==> src/rtl/i2c_bus_filter.sv <==
// SCL/SDA pad conditioner: 2-flop sync, spike filter, edge/START/STOP strobes, bus-busy flag.
// Latency: pad change reaches scl_o/sda_o after FILT_CYC+2 clks; strobes appear in that same clk.
// No backpressure: strobes last one clk and the consumer must sample them on every clk.
module i2c_bus_filter #(
    parameter int CLK_FREQ = 100,
    parameter int SPIKE_NS = 50,
    parameter int IDLE_US  = 100
) (
    input  logic clk,
    input  logic rst_n,
    input  logic en,
    input  logic scl_pad_i,
    input  logic sda_pad_i,
    output logic scl_o,
    output logic sda_o,
    output logic scl_rise,
    output logic scl_fall,
    output logic start_det,
    output logic stop_det,
    output logic bus_busy
);

    localparam int FILT_RAW = (CLK_FREQ * SPIKE_NS) / 1000;
    localparam int FILT_CYC = (FILT_RAW < 1) ? 1 : FILT_RAW;
    localparam int IDLE_CYC = CLK_FREQ * IDLE_US;
    localparam int FW       = $clog2(FILT_CYC + 1);
    localparam int IW       = (IDLE_CYC > 0) ? $clog2(IDLE_CYC + 1) : 1;

    localparam logic [FW-1:0] FILT_LAST  = FW'(FILT_CYC - 1);
    localparam logic [IW-1:0] IDLE_MAX   = IW'(IDLE_CYC);
    localparam bit            TIMEOUT_EN = (IDLE_US != 0);

    // Bit 0 carries SCL, bit 1 carries SDA throughout.
    logic [1:0]         s1_q, s1_d;
    logic [1:0]         s2_q, s2_d;
    logic [1:0]         lvl_q, lvl_d;
    logic [1:0]         dly_q, dly_d;
    logic [1:0][FW-1:0] cnt_q, cnt_d;
    logic               en_q, en_d;
    logic [IW-1:0]      idle_q, idle_d;
    logic               busy_q, busy_d;
    logic               strb_ok;
    logic               idle_full;

    always_comb begin
        s1_d  = {sda_pad_i, scl_pad_i};
        s2_d  = s1_q;
        lvl_d = lvl_q;
        cnt_d = '0;
        for (int i = 0; i < 2; i++) begin
            if (!en) begin
                lvl_d[i] = 1'b1;
            end else if (s2_q[i] != lvl_q[i]) begin
                if (cnt_q[i] == FILT_LAST) begin
                    lvl_d[i] = s2_q[i];
                end else begin
                    cnt_d[i] = cnt_q[i] + 1'b1;
                end
            end
        end
        dly_d = en ? lvl_q : 2'b11;
        en_d  = en;
    end

    // Strobes are suppressed while disabled and in the clk right after enable.
    always_comb begin
        strb_ok   = en & en_q;
        scl_rise  = strb_ok &  lvl_q[0] & ~dly_q[0];
        scl_fall  = strb_ok & ~lvl_q[0] &  dly_q[0];
        start_det = strb_ok & lvl_q[0] & dly_q[0] &  dly_q[1] & ~lvl_q[1];
        stop_det  = strb_ok & lvl_q[0] & dly_q[0] & ~dly_q[1] &  lvl_q[1];

        idle_d = '0;
        if (&lvl_q) begin
            idle_d = (idle_q == IDLE_MAX) ? idle_q : idle_q + 1'b1;
        end
        idle_full = TIMEOUT_EN && (idle_d == IDLE_MAX);

        busy_d = busy_q;
        if (!en) begin
            busy_d = 1'b0;
        end else if (start_det) begin
            busy_d = 1'b1;
        end else if (stop_det || idle_full) begin
            busy_d = 1'b0;
        end
    end

    always_ff @(posedge clk or negedge rst_n) begin
        if (!rst_n) begin
            s1_q   <= 2'b11;
            s2_q   <= 2'b11;
            lvl_q  <= 2'b11;
            dly_q  <= 2'b11;
            cnt_q  <= '0;
            en_q   <= 1'b0;
            idle_q <= '0;
            busy_q <= 1'b0;
        end else begin
            s1_q   <= s1_d;
            s2_q   <= s2_d;
            lvl_q  <= lvl_d;
            dly_q  <= dly_d;
            cnt_q  <= cnt_d;
            en_q   <= en_d;
            idle_q <= idle_d;
            busy_q <= busy_d;
        end
    end

    assign scl_o    = lvl_q[0];
    assign sda_o    = lvl_q[1];
    assign bus_busy = busy_q;

endmodule

==> config.mk <==
export PLATFORM = sky130hd
export DESIGN_NAME = i2c_bus_filter
export DESIGN_NICKNAME = d
export VERILOG_FILES = /design/src/rtl/i2c_bus_filter.sv
export SDC_FILE = /design/constraint.sdc
export NUM_CORES = 1
export LEC_CHECK = 0
export CAP_MARGIN = 20
export CELL_PAD_IN_SITES_DETAIL_PLACEMENT = 0
export CELL_PAD_IN_SITES_GLOBAL_PLACEMENT = 1
export CORE_UTILIZATION = 42
export CTS_BUF_LIST = sky130_fd_sc_hd__clkbuf_4 sky130_fd_sc_hd__clkbuf_8
export CTS_CLUSTER_SIZE = 40
export DETAILED_ROUTE_END_ITERATION = 8
export PLACE_DENSITY = 0.82
export SETUP_SLACK_MARGIN = 0.4
export SLEW_MARGIN = 10
export SYNTH_ARGS = -nofsm -noshare
export SYNTH_HDL_FRONTEND = slang
export SYNTH_SLANG_ARGS = --single-unit
==> constraint.sdc <==
create_clock -name clk -period 2.17 [get_ports clk]
set_input_delay 0.217 -clock clk [delete_from_list [all_inputs] [get_ports clk]]
set_output_delay 0.217 -clock clk [all_outputs]
set_load 0.01 [all_outputs]
== After elaboration in Yosys (flattened, before gate mapping) ==
Index checks and enable logic that the tools add are counted.
Storage, ports and cells
  input port bits: 5
  register bits: 30
  word-level logic and storage cells: 60
Operators by class
  reductions and logical operators: 4
  bitwise logic cells: 14
  $add $sub $neg: 3
  eq/ne operators: 11
  muxes and demuxes: 18
Operators with widths (count)
  == test 14 bit (second input constant): 2
  2-to-1 mux 14 bit: 2
  2-to-1 mux 3 bit: 6
  adder 14 x 1 -> 14 bit (second input constant): 1
  bitwise AND 1 bit: 10
  2-to-1 mux 1 bit: 9
  != test 2 x 1 -> 1 bit (second input constant): 4
  adder 3 x 1 -> 3 bit (second input constant): 2
  == test 3 bit (second input constant): 2
  AND reduction 2 bit: 3
  inverter 1 bit: 4
  != test 3 x 1 -> 1 bit (second input constant): 1
  2-to-1 mux 2 bit: 1
  != test 1 bit: 2
  logical OR 1 bit: 1

== Depth between registers and ports, before layout ==
  depth in word-level cells: 9
  gate-level depth with buffers: 8
  mapped depth without buffers: 7

== Worst setup path before layout ==
OpenSTA, ideal clock, no wires.
  path type: register to register
  start: reg idle_q[5]
  end: reg busy_q (netlist: bus_busy)
  path slack: 0.119 ns
  cell stages (with the launch flop): 8
  arrival time: 1.907 ns
  path buffers: 2
  path through: dfrtp_1 buf_6 or3b_1 or4_4 buf_6 mux2i_1 nor4_1 a41oi_2
Between the ends
  longest elaborated chain between the ends: 6
RTL lines
  from (decl): RTL line 40  | logic [IW-1:0] idle_q, idle_d;
  from (signal assigned): RTL line 106  | idle_q <= idle_d;
  adder 14 x 1 -> 14 bit / == test 14 bit (equally long branches): RTL line 75  | idle_d = (idle_q == IDLE_MAX) ? idle_q : idle_q + 1'b1;
  2-to-1 mux 14 bit *: RTL line 75
  2-to-1 mux 14 bit *: RTL line 74  | if (&lvl_q) begin
  == test 14 bit *: RTL line 77  | idle_full = TIMEOUT_EN && (idle_d == IDLE_MAX);
  logical OR 1 bit *: RTL line 84  | end else if (stop_det || idle_full) begin
  != test 3 x 1 -> 1 bit (no source line) *
  to (signal assigned): RTL line 107  | busy_q <= busy_d;
  to (decl): RTL line 41  | logic busy_q, busy_d;
Every way passes the cells marked *; elsewhere a longest branch is shown, timed or not.
A chain may end at the register's enable or synchronous reset.

== Worst setup path after layout ==
  start: reg idle_q[6]
  end: reg busy_q (netlist: bus_busy)
Same word-level chain as after synthesis.

==> results.py <==
metrics = {
    "clocking": {
        "hold_buffers": 0,
        "cts-root-buf": "clkbuf_8",
        "clk_path_buf_depth": 2,
        "cts_sinks": 30,
        "cts_htree_levels": 2,
        "cts_tree": "done",
        "cts_buffers": 5,
        "clkTransAtPathRegs_ps": 70,
        "clock_latency_ps": 290,
    },
    "setup_path": {
        "end_kind": "flip-flop",
        "cp_data_required_time_ps": 2320,
        "cp-start-kind": "flip-flop",
        "path_max_fanout": 5,
        "crit_arrival_ps": 2110,
        "path_class": "flip-flop to flip-flop",
    },
    "route": {
        "vias": 1224,
        "dr.pass1.iters": 4,
        "detail_route.iter0.violations": 53,
        "wl_per_cell_um": 13.6,
        "via_per_inst": 5.16,
        "final_antenna_net_count": 0,
        "drcViolationCount": 0,
        "drt-total-wl_um": 3220,
    },
    "place": {
        "dpl_worst_slack_ps": 38.1,
        "portBuffers": 11,
        "gp_congestion": 0.847,
        "postPlaceCellArea_mm2": 0.00175,
        "post-dp-hpwl_um": 2130,
    },
    "layout": {
        "antennaDiodeCount": 0,
        "final_area_mm2": 0.00204,
        "num-nets-final": 201,
        "syn2layout_area_growth_pct": 30.0,
        "layout-drive-gt1-share": 0.257,
    },
    "sta": {
        "rsz0062_at_grt": "true",
        "fin_setup_tns_ps": 0,
        "drv_slew": 0,
        "fmax_mhz": 510,
        "worst_slew_pin_slew_ps": 371,
        "fin_ws_ps": 208,
        "setup_viol": 0,
        "slew_headroom": 0.753,
        "min_period_over_period": 0.904,
        "hold_viol": 0,
        "clock_skew_ps": 4.15,
        "finalCriticalPeriod_ps": 1960,
    },
    "logic_synthesis": {
        "synth_area_mm2": 0.00157,
        "synth_fp_nets": 167,
        "ys_seq_elements": 30,
        "avgSynthCellArea_um2": 10.0,
        "yosysTopAreaCell": "dfrtp_1",
        "seq_area_frac_synth": 0.485,
        "ys.flop_type": "dfrtp_1",
        "async_flop_share": 1.00,
        "synth_cell_types": 34,
        "synthTopCellsByArea": "dfrtp_1, dfstp_2, xor2_1, nor2_1, ha_1",
        "yosys.area.top_type_share": 0.351,
        "syn_inst": 156,
        "synth_edf_count": 0,
        "yosysWarnings": 0,
    },
    "floorplanning": {
        "die_width_um": 63.1,
        "fp.dieH_um": 63.1,
        "rows": 21,
        "start_util": 0.455,
        "core_mm2": 0.00344,
        "die-area_mm2": 0.00398,
        "pin_count": 12,
    },
    "grt": {
        "antenna_found_initial": 0,
        "grt_pass1_vias": 1148,
        "grt-ovfl-total": 0,
        "grt_first_pass_wirelength_um": 5210,
        "grt_max_degree": 31,
        "track_usage": 0.174,
    },
    "power": {
        "power_leakage_nw": 0.958,
        "ir_drop_mv": 0.430,
        "power_density_mw_per_mm2": 1000,
    },
    "outcome": {
        "outcome": "finished, final reports clean",
    },
    "worst_hold_path": {
        "min_path_type": "input pin to asynchronous set/reset pin",
    },
    "run": {
        "cap_viol_max_count": 0,
    },
}
routing by layer:
layer  track usage  vias to the layer above  part of all wire
li1              -                      591                 -
met1         0.203                      606              0.44
met2         0.293                       21              0.50
met3        0.0543                        6             0.037
met4        0.0698                        0             0.015
met5             0                        -                 0
per-stage QoR:
stage,utilization,power [mW],std cells,hold WS [ps]
3_5_place_dp,0.507,1.18,214,349
5_1_grt,0.592,2.13,237,347
6_report,0.592,2.04,237,315
3_3_place_gp,0.507,1.15,214,346
2_1_floorplan,-,1.06,156,-78.6
4_1_cts,0.564,1.94,228,337
layout by cell type, fill, tap and decap left out, drive strengths merged, types with 2 or more instances in the layout:
cell,instances
a21oi,3
a31oi,3
a41oi,2
and3,3
and4,2
and4b,2
buf,23
bufinv,2
clkbuf,7
clkdlybuf4s50,5
dfrtp,22
dfstp,8
dlygate4sd2,3
dlymetal6s2s,2
ha,6
inv,10
mux2i,3
nand2,13
nand2b,3
nand3,11
nand4,3
nor2,22
nor2b,2
nor3,3
nor3b,2
nor4,2
or3,2
or3b,2
xnor2,5
xor2,10
worst max-delay path, cell delays in order (launching register included):
cell,delay [ps]
dfrtp_1,370
or3_1,380
or4_4,580
mux2i_1,160
nor4_2,170
a41oi_2,160
state kept, by name, summed over array words and instances (netlist names):
| register | count |
|---|---|
| en_q | 1 |
| cnt_q | 6 |
| dly_q | 2 |
| lvl_q | 2 |
| s1_q | 2 |
| bus_busy | 1 |
| s2_q | 2 |
| idle_q | 14 |
cell type report:
cell class / instances / area (µm²)
clock inverter: 2 / 60.1
multi-input combinational: 109 / 753
clock buffer: 6 / 82.6
sequential: 30 / 761
inverter: 10 / 37.5
tap: 46 / 57.6
timing repair buffer: 34 / 287
fill: 291 / 1400
cells in the mapped netlist (2+ instances only):
library cell	count
dfrtp_1	22
nor2_1	22
nand2_1	13
nand3_1	11
inv_1	10
xor2_1	10
dfstp_2	8
ha_1	6
xnor2_1	5
clkbuf_1	4
a31oi_1	3
and3_1	3
buf_6	3
mux2i_1	3
nand2b_1	3
nand4_1	3
nor3_1	3
a21oi_1	2
and4_1	2
and4b_1	2
nor2b_1	2
nor4_1	2
or3_1	2
or3b_1	2
timing repair:
action | in CTS | in global routing
buffers inserted | 6 | 9
setup endpoints to repair | 6 | 6
pin swaps | 1 | 2
resized for setup | 6 | 10
cell families (layout without fill, tap and decap cells):
group | after synthesis | in the layout | synth area share
fa+ha+maj | 6 | 6 | 0.0479
buf+inv | 17 | 52 | 0.0551
mux | 3 | 3 | 0.0192
simple gates | 75 | 75 | 0.255
compound gates | 10 | 10 | 0.0535
flops | 30 | 30 | 0.485
xor+xnor | 15 | 15 | 0.0838
final timing paths:
path | startpoint | end | slack (ps) | cells after the start
setup / recovery | idle_q[6] | bus_busy | 210 | 5
hold / removal | rst_n | cnt_q[5] | 320 | 2
setup reg to reg | idle_q[6] | bus_busy | 210 | 5
hold reg to reg | s1_q[1] | s2_q[1] | 350 | 0
max in group asynchronous | rst_n | s2_q[0] | 1540 | 2
min in group clk | sda_pad_i | s1_q[1] | 350 | 1
report_power, final:
part	switching [mW]	leakage [nW]	internal, mW
logic	0.312	0.515	0.327
registers	0.0572	0.371	0.633
clock network	0.221	0.0714	0.490
total	0.590	0.958	1.45
Note: power is estimated with default switching activity, not from simulation.
